<file path="src/rtl/seq_det_pkg.sv">
// seq_det_pkg: shared defaults, fill-state encoding and its decode helper for seq_det_param
package seq_det_pkg;
    typedef enum logic [1:0] {EMPTY, FILLING, ARMED} fill_state_e;
    localparam int DEF_LEN = 4;
    localparam logic [3:0] DEF_PAT = 4'b1011;
    localparam int DEF_CNT_W = 8;
    function automatic fill_state_e fill_state(input int fill, input int len);
        return fill == 0 ? EMPTY : fill < len ? FILLING : ARMED;
    endfunction
endpackage

</file>
<file path="src/rtl/seq_det_param_if.sv">
// seq_det_param_if: serial stream, pattern programming and match outputs (pat_mask only with SEQ_DET_MASK_EN)
interface seq_det_param_if #(
    parameter int LEN = seq_det_pkg::DEF_LEN,
    parameter int CNT_W = seq_det_pkg::DEF_CNT_W
);
    logic in_valid;
    logic in_bit;
    logic overlap_en;
    logic pat_load;
    logic [LEN-1:0] pat_in;
`ifdef SEQ_DET_MASK_EN
    logic [LEN-1:0] pat_mask;
`endif
    logic out;
    logic [CNT_W-1:0] match_cnt;
`ifdef SEQ_DET_MASK_EN
    modport master (output in_valid, in_bit, overlap_en, pat_load, pat_in, pat_mask, input out, match_cnt);
    modport slave (input in_valid, in_bit, overlap_en, pat_load, pat_in, pat_mask, output out, match_cnt);
`else
    modport master (output in_valid, in_bit, overlap_en, pat_load, pat_in, input out, match_cnt);
    modport slave (input in_valid, in_bit, overlap_en, pat_load, pat_in, output out, match_cnt);
`endif
endinterface

</file>
<file path="src/rtl/seq_det_param_sat_counter.sv">
// sat_counter: W-bit up counter that sticks at all-ones instead of wrapping
module sat_counter #(
    parameter int W = 8
) (
    input  logic         clk,
    input  logic         rst,
    input  logic         inc,
    output logic [W-1:0] cnt
);
    logic [W-1:0] cnt_q, cnt_d;
    always_comb cnt_d = (inc && !(&cnt_q)) ? cnt_q + 1'b1 : cnt_q;
    always_ff @(posedge clk or posedge rst) begin
        if (rst) cnt_q <= '0;
        else cnt_q <= cnt_d;
    end
    assign cnt = cnt_q;
endmodule

</file>
<file path="src/rtl/seq_det_param.sv">
// seq_det_param: programmable LEN-bit serial pattern detector with overlap mode and saturating hit count
// Optional SEQ_DET_MASK_EN adds a per-bit don't-care mask loaded with the pattern.
module seq_det_param
    import seq_det_pkg::*;
#(
    parameter int LEN = DEF_LEN,
    parameter logic [LEN-1:0] DEFAULT_PAT = LEN'(DEF_PAT),
    parameter int CNT_W = DEF_CNT_W
) (
    input logic clk,
    input logic rst,
    seq_det_param_if.slave bus
);
    localparam int FW = $clog2(LEN + 1);
    logic [LEN-1:0] hist_q, hist_d, pat_q, pat_d, care;
    logic [FW-1:0] fill_q, fill_d, fill_inc;
    logic out_q, out_d, accept, match;
`ifdef SEQ_DET_MASK_EN
    logic [LEN-1:0] mask_q, mask_d;
    always_comb begin
        mask_d = bus.pat_load ? bus.pat_mask : mask_q;
        care = ~mask_q;
    end
    always_ff @(posedge clk or posedge rst) begin
        if (rst) mask_q <= '0;
        else mask_q <= mask_d;
    end
`else
    assign care = '1;
`endif
    always_comb begin
        accept = bus.in_valid && !bus.pat_load;
        fill_inc = (fill_q == FW'(LEN)) ? fill_q : fill_q + 1'b1;
        hist_d = accept ? {hist_q[LEN-2:0], bus.in_bit} : hist_q;
        match = accept && fill_inc == FW'(LEN) && ((hist_d ^ pat_q) & care) == '0;
        // Non-overlap restarts the fill count but keeps shifting history
        fill_d = bus.pat_load ? '0 : !accept ? fill_q : (match && !bus.overlap_en) ? '0 : fill_inc;
        pat_d = bus.pat_load ? bus.pat_in : pat_q;
        out_d = match;
    end
    always_ff @(posedge clk or posedge rst) begin
        if (rst) begin
            hist_q <= '0;
            fill_q <= '0;
            pat_q <= DEFAULT_PAT;
            out_q <= 1'b0;
        end else begin
            hist_q <= hist_d;
            fill_q <= fill_d;
            pat_q <= pat_d;
            out_q <= out_d;
        end
    end
    sat_counter #(.W(CNT_W)) u_cnt (.clk(clk), .rst(rst), .inc(match), .cnt(bus.match_cnt));
    assign bus.out = out_q;
    assert property (@(posedge clk) disable iff (rst)
        (match && !bus.overlap_en) |=> fill_state(int'(fill_q), LEN) == EMPTY);
endmodule

</file>
<file path="src/flat_wrapper.sv">
// flat-port wrapper written by rule: the top's interface ports become plain ports
module seq_det_param_flat import seq_det_pkg::*;
#(
    parameter int LEN = DEF_LEN,
    parameter logic [LEN-1:0] DEFAULT_PAT = LEN'(DEF_PAT),
    parameter int CNT_W = DEF_CNT_W
)
  (clk, rst, bus_in_valid, bus_in_bit, bus_overlap_en, bus_pat_load, bus_pat_in, bus_out, bus_match_cnt);
  seq_det_param_if #(.LEN(LEN), .CNT_W(CNT_W)) bus_i ();
  input logic clk;
  input logic rst;
  input wire logic [$bits(bus_i.in_valid)-1:0] bus_in_valid;
  input wire logic [$bits(bus_i.in_bit)-1:0] bus_in_bit;
  input wire logic [$bits(bus_i.overlap_en)-1:0] bus_overlap_en;
  input wire logic [$bits(bus_i.pat_load)-1:0] bus_pat_load;
  input wire logic [$bits(bus_i.pat_in)-1:0] bus_pat_in;
  output wire logic [$bits(bus_i.out)-1:0] bus_out;
  output wire logic [$bits(bus_i.match_cnt)-1:0] bus_match_cnt;
  assign bus_i.in_valid = bus_in_valid;
  assign bus_i.in_bit = bus_in_bit;
  assign bus_i.overlap_en = bus_overlap_en;
  assign bus_i.pat_load = bus_pat_load;
  assign bus_i.pat_in = bus_pat_in;
  assign bus_out = bus_i.out;
  assign bus_match_cnt = bus_i.match_cnt;
  seq_det_param #(.LEN(LEN), .DEFAULT_PAT(DEFAULT_PAT), .CNT_W(CNT_W)) u_core (.clk(clk), .rst(rst), .bus(bus_i));
endmodule
</file>
<file path="config.mk">
export PLATFORM = sky130hd
export DESIGN_NAME = seq_det_param_flat
export DESIGN_NICKNAME = d
export VERILOG_FILES = /design/src/rtl/seq_det_pkg.sv /design/src/rtl/seq_det_param_if.sv /design/src/rtl/seq_det_param_sat_counter.sv /design/src/rtl/seq_det_param.sv /design/src/flat_wrapper.sv
export SDC_FILE = /design/constraint.sdc
export NUM_CORES = 1
export LEC_CHECK = 0
export ABC_CLOCK_PERIOD_IN_PS = 2000
export CAP_MARGIN = 20
export CORE_UTILIZATION = 50
export CTS_CLUSTER_DIAMETER = 40
export DETAILED_ROUTE_END_ITERATION = 10
export MAX_ROUTING_LAYER = met4
export PLACE_DENSITY_LB_ADDON = 0.05
export SLEW_MARGIN = 10
export SYNTH_ARGS = -nofsm -noshare
export SYNTH_HDL_FRONTEND = slang
export SYNTH_SLANG_ARGS = --single-unit
export TNS_END_PERCENT = 30
</file>
<file path="constraint.sdc">
create_clock -name clk -period 2 [get_ports clk]
set_input_delay 0.2 -clock clk [delete_from_list [all_inputs] [get_ports clk]]
set_output_delay 0.2 -clock clk [all_outputs]
set_load 0.01 [all_outputs]
</file>
# Word-level counts from Yosys, hierarchy flattened
# Cells that the tools add are included.
# op_classes
muxes	5
n_shift	0
magnitude_cmp	0
n_addsub	2
reduce_logical	11
multipliers	0
div	0
eq_ne	2
bitwise	1
# ops
cell	n
2-to-1 mux 3 bit	4
adder 8 x 1 -> 8 bit (second input constant)	1
AND reduction 8 bit	1
== test 3 bit (second input constant)	2
logical AND 1 bit	5
zero test 4 bit	1
2-to-1 mux 4 bit	1
bitwise XOR 4 bit	1
adder 3 x 1 -> 3 bit (second input constant)	1
zero test 1 bit	3
nonzero test 2 bit	1
# word_totals
mem_bits_rw	0
elab_cells	26
latch_bits	0
mem_count	0
romBits	0
reg_bits	20

# Logic depth before layout (Yosys ltp)
# Gate-level depths: netlist of the first run.
# depth
ltp_word	10
depth_mapped	7

# By module
# A second synthesis of the first run with hierarchy kept.
# hier_totals
hier_cells	88
hier_area_um2	1054.8
# modules_own_cells
module	instances	area_each_um2	cells_per_inst	seq_area_each_um2
seq_det_param	1	636.9	53	304.0
sat_counter	1	417.9	35	200.2

# Worst setup path before layout of the first run
# OpenSTA, ideal clock, no wires.
# synth_path
kind	input to register
start	input port bus_pat_load
end	register u_core.u_cnt.cnt_q[1] (netlist: u_core.u_cnt.cnt[1])
arrival_ns	1.824
slack_ns	0.051
required_ns	1.875
stages	7
path_buffers	1
setup_time_ns	0.125
cell_sequence	buf_6 nor2b_4 mux2_4 xor2_2 nor4_4 nand3_2 mux2_4
# synth_via
elab_chain_len	7
word_cells_on_any_way	8
cone_classes	mux: 1; bitwise: 1; reduce/logical: 6
# synth_lines
element	line	text
start: declaration	flat_wrapper.sv:15	input wire logic [$bits(bus_i.pat_load)-1:0] bus_pat_load;
zero test 1 bit	seq_det_param.sv:32	accept = bus.in_valid && !bus.pat_load;
logical AND 1 bit	seq_det_param.sv:32	
2-to-1 mux 4 bit	seq_det_param.sv:34	hist_d = accept ? {hist_q[LEN-2:0], bus.in_bit} : hist_q;
net u_core.hist_d[1]	seq_det_param.sv:15	logic [LEN-1:0] hist_q, hist_d, pat_q, pat_d, care;
bitwise XOR 4 bit	seq_det_param.sv:35	match = accept && fill_inc == FW'(LEN) && ((hist_d ^ pat_q) & care) == '0;
zero test 4 bit	seq_det_param.sv:35	
logical AND 1 bit	seq_det_param.sv:35	
logical AND 1 bit	seq_det_param_sat_counter.sv:11	always_comb cnt_d = (inc && !(&cnt_q)) ? cnt_q + 1'b1 : cnt_q;
end signal: assignment	seq_det_param_sat_counter.sv:14	else cnt_q <= cnt_d;
end: declaration	seq_det_param_sat_counter.sv:10	logic [W-1:0] cnt_q, cnt_d;
# The timed path passes the listed nets, and every way through them passes these cells.
# A chain may end at the register's enable or synchronous reset.

# Final worst setup path of the first run
# layout_path
start	register u_core.fill_q[0]
end	register u_core.u_cnt.cnt_q[4] (netlist: u_core.u_cnt.cnt[4])
# layout_via
elab_chain_len	6
word_cells_on_any_way	7
cone_classes	add/sub: 1; eq/ne: 2; mux: 1; reduce/logical: 3
# layout_lines
element	line	text
start: declaration	seq_det_param.sv:16	logic [FW-1:0] fill_q, fill_d, fill_inc;
start signal: assignment	seq_det_param.sv:49	fill_q <= fill_d;
adder 3 x 1 -> 3 bit / == test 3 bit (equally long branches)	seq_det_param.sv:33	fill_inc = (fill_q == FW'(LEN)) ? fill_q : fill_q + 1'b1;
2-to-1 mux 3 bit (*)	seq_det_param.sv:33	
== test 3 bit (*)	seq_det_param.sv:35	
logical AND 1 bit (*) (2 in a row)	seq_det_param.sv:35	
logical AND 1 bit (*)	seq_det_param_sat_counter.sv:11	
# Mark *: on every way between the ends. The rest lies on a longest branch, timed or not.

==> results of run 1 <==
## worst paths after layout
check,depth (start not counted),startpoint,to,slack (ps)
max in group asynchronous,3,rst,u_core.pat_q[1],1520
min,3,rst,u_core.fill_q[0],220
max,9,u_core.fill_q[0],u_core.u_cnt.cnt[4],210
min in group clk,5,bus_in_valid,u_core.fill_q[2],310
max reg2reg,9,u_core.fill_q[0],u_core.u_cnt.cnt[4],210
min reg2reg,1,u_core.u_cnt.cnt[5],u_core.u_cnt.cnt[5],520
## power by group
group / switching [mW] / internal, mW
clock: 0.121 / 0.111
combinational: 0.0912 / 0.103
sequential: 0.0203 / 0.445
## per-stage QoR
stage	hold slack, ps	total power, mW	setup slack [ps]	cells
after floorplan	161.6	0.5924	50.79	82
after global placement	492.8	0.6471	-307.8	133
after detailed placement	500.6	0.6568	-321.1	133
after CTS	226.6	0.8869	11.53	138
after global routing	252.2	0.9324	100.0	138
final	215.2	0.8917	205.5	138
## final cells by class
type | instances | area (um^2)
clock buffer | 4 | 36.28
fill | 131 | 452.9
inverter | 4 | 15.01
multi-input combinational | 57 | 494.2
sequential | 20 | 504.2
tap | 25 | 31.28
timing repair buffer | 28 | 267.8
## kinds of logic (layout without fill, tap and decap cells)
family                     after synthesis  count (layout)  synth area share [%]
DFF                                     20              20                 49.94
buffers and inverters                    5              36                 2.602
xor gates and xnor gates                12              12                 11.15
and+or+nand+nor                         28              28                 18.34
AOI/OAI and AO/OA                        4               4                 2.478
muxes                                   10              10                 11.77
adders and majority gates                3               3                 3.718
## flip-flops by register name, summed over array words and instances (netlist names)
| signal | cells |
|---|---|
| u_core.u_cnt.cnt | 8 |
| u_core.bus.out | 1 |
| u_core.fill_q | 3 |
| u_core.pat_q | 4 |
| u_core.hist_q | 4 |
## layout by cell type (no fill, tap or decap), drive strengths merged
cell,count
a31oi,2
and2,2
and3,3
and3b,1
buf,10
clkbuf,4
clkdlybuf4s50,16
dfrtp,17
dfstp,3
dlymetal6s2s,2
ha,3
inv,4
mux2,9
mux2i,1
nand2,4
nand3,2
nand3b,1
nand4,6
nor2,6
nor2b,1
nor3,1
nor4,1
o211ai,1
o21ai,1
xnor2,8
xor2,4
## critical path: cells and delay by family, from the launching register on
kind	cells	cell delay [ps]
AOI/OAI and AO/OA	1	140
xor gates and xnor gates	1	150
adders and majority gates	1	170
buffers and inverters	3	380
DFF	1	400
and+or+nand+nor	3	450
## what timing repair did
| action | CTS | global route |
|---|---|---|
| cloned | 0 | 0 |
| setup buffers | 1 | 0 |
| gates resized for setup | 0 | 7 |
| endpoints found under the setup margin | 1 | 8 |
| pin swaps | 0 | 2 |
## routing by layer
layer	up-vias	routed length (um)
li1	345	-
met1	356	797
met4	0	27
met3	4	70
met2	24	866
met5	-	0
==> impl_metrics.csv, run 1 <==
group,metric,value,unit
run_status,outcome,"complete, no violations",
pwr,power_density,661.1,nW/um^2
placement,postPlaceCellArea,1277,um^2
worst_setup_path,path_class,"reg2reg",
pwr,ir_drop,560.6,uV
clocking,h-tree-depth,1,
yosys,syn_area,1010,um^2
floorplan,coreArea,1802,um^2
layout,area_growth,33.58,%
drt,dr.pass1.iters,4,
worst_setup_path,cpMaxStageDelayCell,"dfrtp_1",
layout,fin_area,1349,um^2
sta,fin_tns_setup,0,ps
global_routing,grt_pass1_wl,2.835,mm
global_routing,grt_pass1_vias,660,
worst_setup_path,crit_arrival,1990,ps
floorplan,die_w,46.94,um
clocking,cts.sinks,20,
yosys,ys.flop_type,"dfrtp_1",
clocking,clk_pin_slew_worst_paths,110,ps
sta,fmax,557.2,MHz
global_routing,antenna_found_initial,0,
yosys,synthDominantCellAreaShare,42.13,%
floorplan,die-area,2203,um^2
drt,drc_errors,0,
drt,drtIter0Drc,14,
sta,fin_crit_sh,89.73,%
sta,rsz0062_at_grt,"no",
worst_hold_path,worstHoldPathType,"in2async",
yosys,synth-edff-count,0,
yosys,ys_seq_area_share,49.94,%
yosys,synthTopCellsByArea,"dfrtp_1 (42%), dfstp_2 (7.8%), mux2_2 (7.8%), xnor2_1 (6.9%), ha_1 (3.7%)",
layout,drive_above_1_share,29.20,%
sta,hold_violations,0,
yosys,synth.ff_latch_count,20,
floorplan,die_h,46.94,um
yosys,ys_warn_count,0,
placement,dp_hpwl,1.321,mm
global_routing,use_met2,30.83,%
yosys,syn_inst,82,
yosys,synth.largest_area_cell,"dfrtp_1",
sta,fin_skew,5.799,ps
drt,vias_per_cell,5.283,
yosys,synth_most_common_cell,"dfrtp_1",
drt,num_vias,729,
worst_setup_path,crit_path_start_kind,"flop",
worst_setup_path,worstPathRequired,2190,ps
yosys,synth_common_cells,"dfrtp_1 (17), xnor2_1 (8), mux2_2 (7), nand4_1 (6), nor2_1 (6)",
global_routing,grt_util_met3,3.846,%
clocking,cts_tree,"yes",
placement,numPortBuffers,18,
worst_setup_path,max_stage_delay,400,ps
yosys,async_flop_share,100.0,%
flow_run,max_cap_viol_count,0,
drt,drtAntennaViolNets,0,
worst_setup_path,endpoint_kind,"flop",
clocking,clockRootBuffer,"clkbuf_4",
global_routing,track_usage,19.19,%
floorplan,start_util,56.04,%
sta,worstMarginPinSlew,329.5,ps
floorplan,pin_count,19,
clocking,cts_buffer_depth,2,
worst_setup_path,worstPathCellList,"inv_1, ha_1, nand3b_1, o211ai_1, nor4_4, buf_4, buf_4, nand4_1, xnor2_1",
global_routing,grt_max_degree,21,
layout,final_nets,127,
placement,gp_congestion,0.7740,
clocking,cts_inserted_buffers,3,
yosys,ys_types,27,
drt,wl_per_cell,12.77,um
yosys,synth_nets,95,
sta,relSlewSlack,77.97,%
sta,period_minus_slack,1795,ps
floorplan,row_count,15,
drt,wirelength,1.762,mm
global_routing,use_met1,23.72,%
pwr,leakagePower,0.6118,nW
clocking,cts_hold_buf,0,
yosys,syn_avg_cell_area,12.31,um^2
layout,antenna_cells,0,
global_routing,gr-total-overflow,0,
global_routing,grt-busiest-layer,"met2",
sta,final_max_slew_viol_count,0,
layout,utilization,74.86,%
worst_setup_path,crit_fanout,4,
clocking,clk-insertion-delay-late,300,ps
sta,setup_viol,0,
worst_setup_path,critical-path-top-cell-by-count,"buf_4",
Power figures use the tool's default switching activity.
==> run 2: changes to the inputs <==
--- a/config.mk
+++ b/config.mk
@@ -10,8 +10,10 @@
 export CORE_UTILIZATION = 50
 export CTS_CLUSTER_DIAMETER = 40
 export DETAILED_ROUTE_END_ITERATION = 10
+export GPL_TIMING_DRIVEN = 0
 export MAX_ROUTING_LAYER = met4
 export PLACE_DENSITY_LB_ADDON = 0.05
+export SETUP_SLACK_MARGIN = 0.4
 export SLEW_MARGIN = 10
 export SYNTH_ARGS = -nofsm -noshare
 export SYNTH_HDL_FRONTEND = slang
==> impl_metrics.csv, run 2 (same netlist as run 1, synthesis figures left out) <==
group,metric,value,unit
layout,layout_commonest_cell,"dfrtp_1",
layout,area_growth,33.83,%
worst_setup_path,endpoint_kind,"flop",
drt,num_vias,706,
global_routing,antenna_found_initial,0,
drt,vias_per_cell,5.079,
floorplan,die_h,46.94,um
layout,largest_register_ffs,8,
sta,hold_slack,75.85,ps
placement,dp_hpwl,1.139,mm
drt,drtAntennaViolNets,0,
drt,wl_per_cell,12.89,um
layout,drive_above_1_share,34.21,%
clocking,cts_buffer_depth,2,
worst_setup_path,path_class,"reg2reg",
clocking,clk-insertion-delay-late,300,ps
drt,drtIter0Drc,10,
global_routing,track_usage,20.62,%
worst_hold_path,worstHoldPathType,"in2reg",
worst_setup_path,crit_path_start_kind,"flop",
sta,setup_viol,0,
layout,fillCellCount,125,
layout,stdcell_count,139,
placement,preCtsSetupSlack,-663.1,ps
floorplan,start_util,56.04,%
sta,hold_violations,0,
layout,antenna_cells,0,
sta,period_minus_slack,1832,ps
floorplan,die-area,2203,um^2
floorplan,die_w,46.94,um
clocking,cts_tree,"yes",
clocking,clk_pin_slew_worst_paths,120,ps
sta,rsz0062_at_grt,"yes",
sta,fin_crit_sh,91.58,%
global_routing,grt_max_degree,21,
clocking,cts_inserted_buffers,3,
sta,fmax,546.0,MHz
floorplan,pin_count,19,
sta,final_max_slew_viol_count,0,
layout,final_nets,128,
worst_hold_path,min-delay-start,"bus_pat_load",
placement,gp_congestion,0.7190,
pwr,leakagePower,0.5955,nW
placement,dp_cells,124,
clocking,cts_hold_buf,0,
worst_setup_path,worst_setup_path_startpoint,"u_core.fill_q[0]",
global_routing,grt_pass1_wl,2.987,mm
drt,drc_errors,0,
worst_setup_path,crit_arrival,2030,ps
pwr,ir_drop,478.3,uV
pwr,power_density,681.8,nW/um^2
worst_setup_path,crit_fanout,4,
clocking,clockRootBuffer,"clkbuf_4",
placement,numPortBuffers,17,
sta,relSlewSlack,49.84,%
sta,fin_ws,168.5,ps
floorplan,row_count,15,
drt,wirelength,1.792,mm
floorplan,coreArea,1802,um^2
flow_run,max_cap_viol_count,0,
worst_setup_path,worstPathRequired,2200,ps
global_routing,gr-total-overflow,0,
clocking,h-tree-depth,1,
sta,fin_skew,4.524,ps
worst_setup_path,r2r-start,"u_core.fill_q[0]",
drt,dr.pass1.iters,4,
global_routing,grt_pass1_vias,690,
clocking,cts.sinks,20,
sta,worstMarginPinSlew,751.6,ps
layout,mostFrequentLayoutCells,"dfrtp_1 (17), clkdlybuf4s50_1 (16), buf_4 (10)",
run_status,outcome,"complete, no violations",
-- run 2: where the power goes --
| group | leakage, nW | total, mW | switching (mW) | internal [mW] |
|---|---|---|---|---|
| Sequential | 0.257 | 0.465 | 0.0206 | 0.445 |
| Clock | 0.0210 | 0.239 | 0.128 | 0.111 |
| Combinational | 0.318 | 0.217 | 0.103 | 0.114 |
-- run 2: critical path, stage by stage, from the launching register on --
cell,delay [ps]
dfrtp_1,410
inv_2,90
ha_4,130
nand3b_1,100
o211ai_1,160
nor4_4,380
nand3_2,140
mux2_4,320
-- run 2: path summary, 6_finish.rpt --
path,cells past startpoint,endpoint,slack [ps]
min reg2reg,1,u_core.u_cnt.cnt[5],510
min,2,u_core.fill_q[0],80
max in group asynchronous,2,u_core.u_cnt.cnt[3],1220
min in group asynchronous,2,u_core.fill_q[2],310
max reg2reg,7,u_core.u_cnt.cnt[1],170
max,7,u_core.u_cnt.cnt[1],170
-- run 2: final cells by class --
type / instances / area (um^2) / share of cell area [%]
flip-flops and latches: 20 / 504.2 / 37.31
multi-input cells: 57 / 498.0 / 36.85
repair buffers: 28 / 251.5 / 18.61
clock buffers: 4 / 36.28 / 2.685
well taps: 25 / 31.28 / 2.315
plain buffers: 1 / 15.01 / 1.111
inverters: 4 / 15.01 / 1.111
-- run 2: what timing repair did --
item | in CTS | in global routing
endpoints found under the setup margin | 10 | 10
setup buffers | 9 | 2
pin swaps | 8 | 1
gates resized for setup | 7 | 2
-- run 2: layer usage --
metal,wire length [um],global-route usage [%],vias to the layer above
met3,72,5.000,4
met1,825,25.31,335
met4,22,8.000,0
li1,-,-,348
met5,0,-,-
met2,871,32.78,19
-- run 2: metrics by stage --
stage	utilization [%]	area (um^2)	power, mW	TNS, ps
3_5_place_dp	67.43	1215	0.6358	-5067
4_1_cts	74.44	1341	0.9179	0
2_1_floorplan	-	1013	0.5931	0
3_3_place_gp	67.43	1215	0.6284	-4658
6_report	75.00	1351	0.9214	0
5_1_grt	75.00	1351	0.9604	0
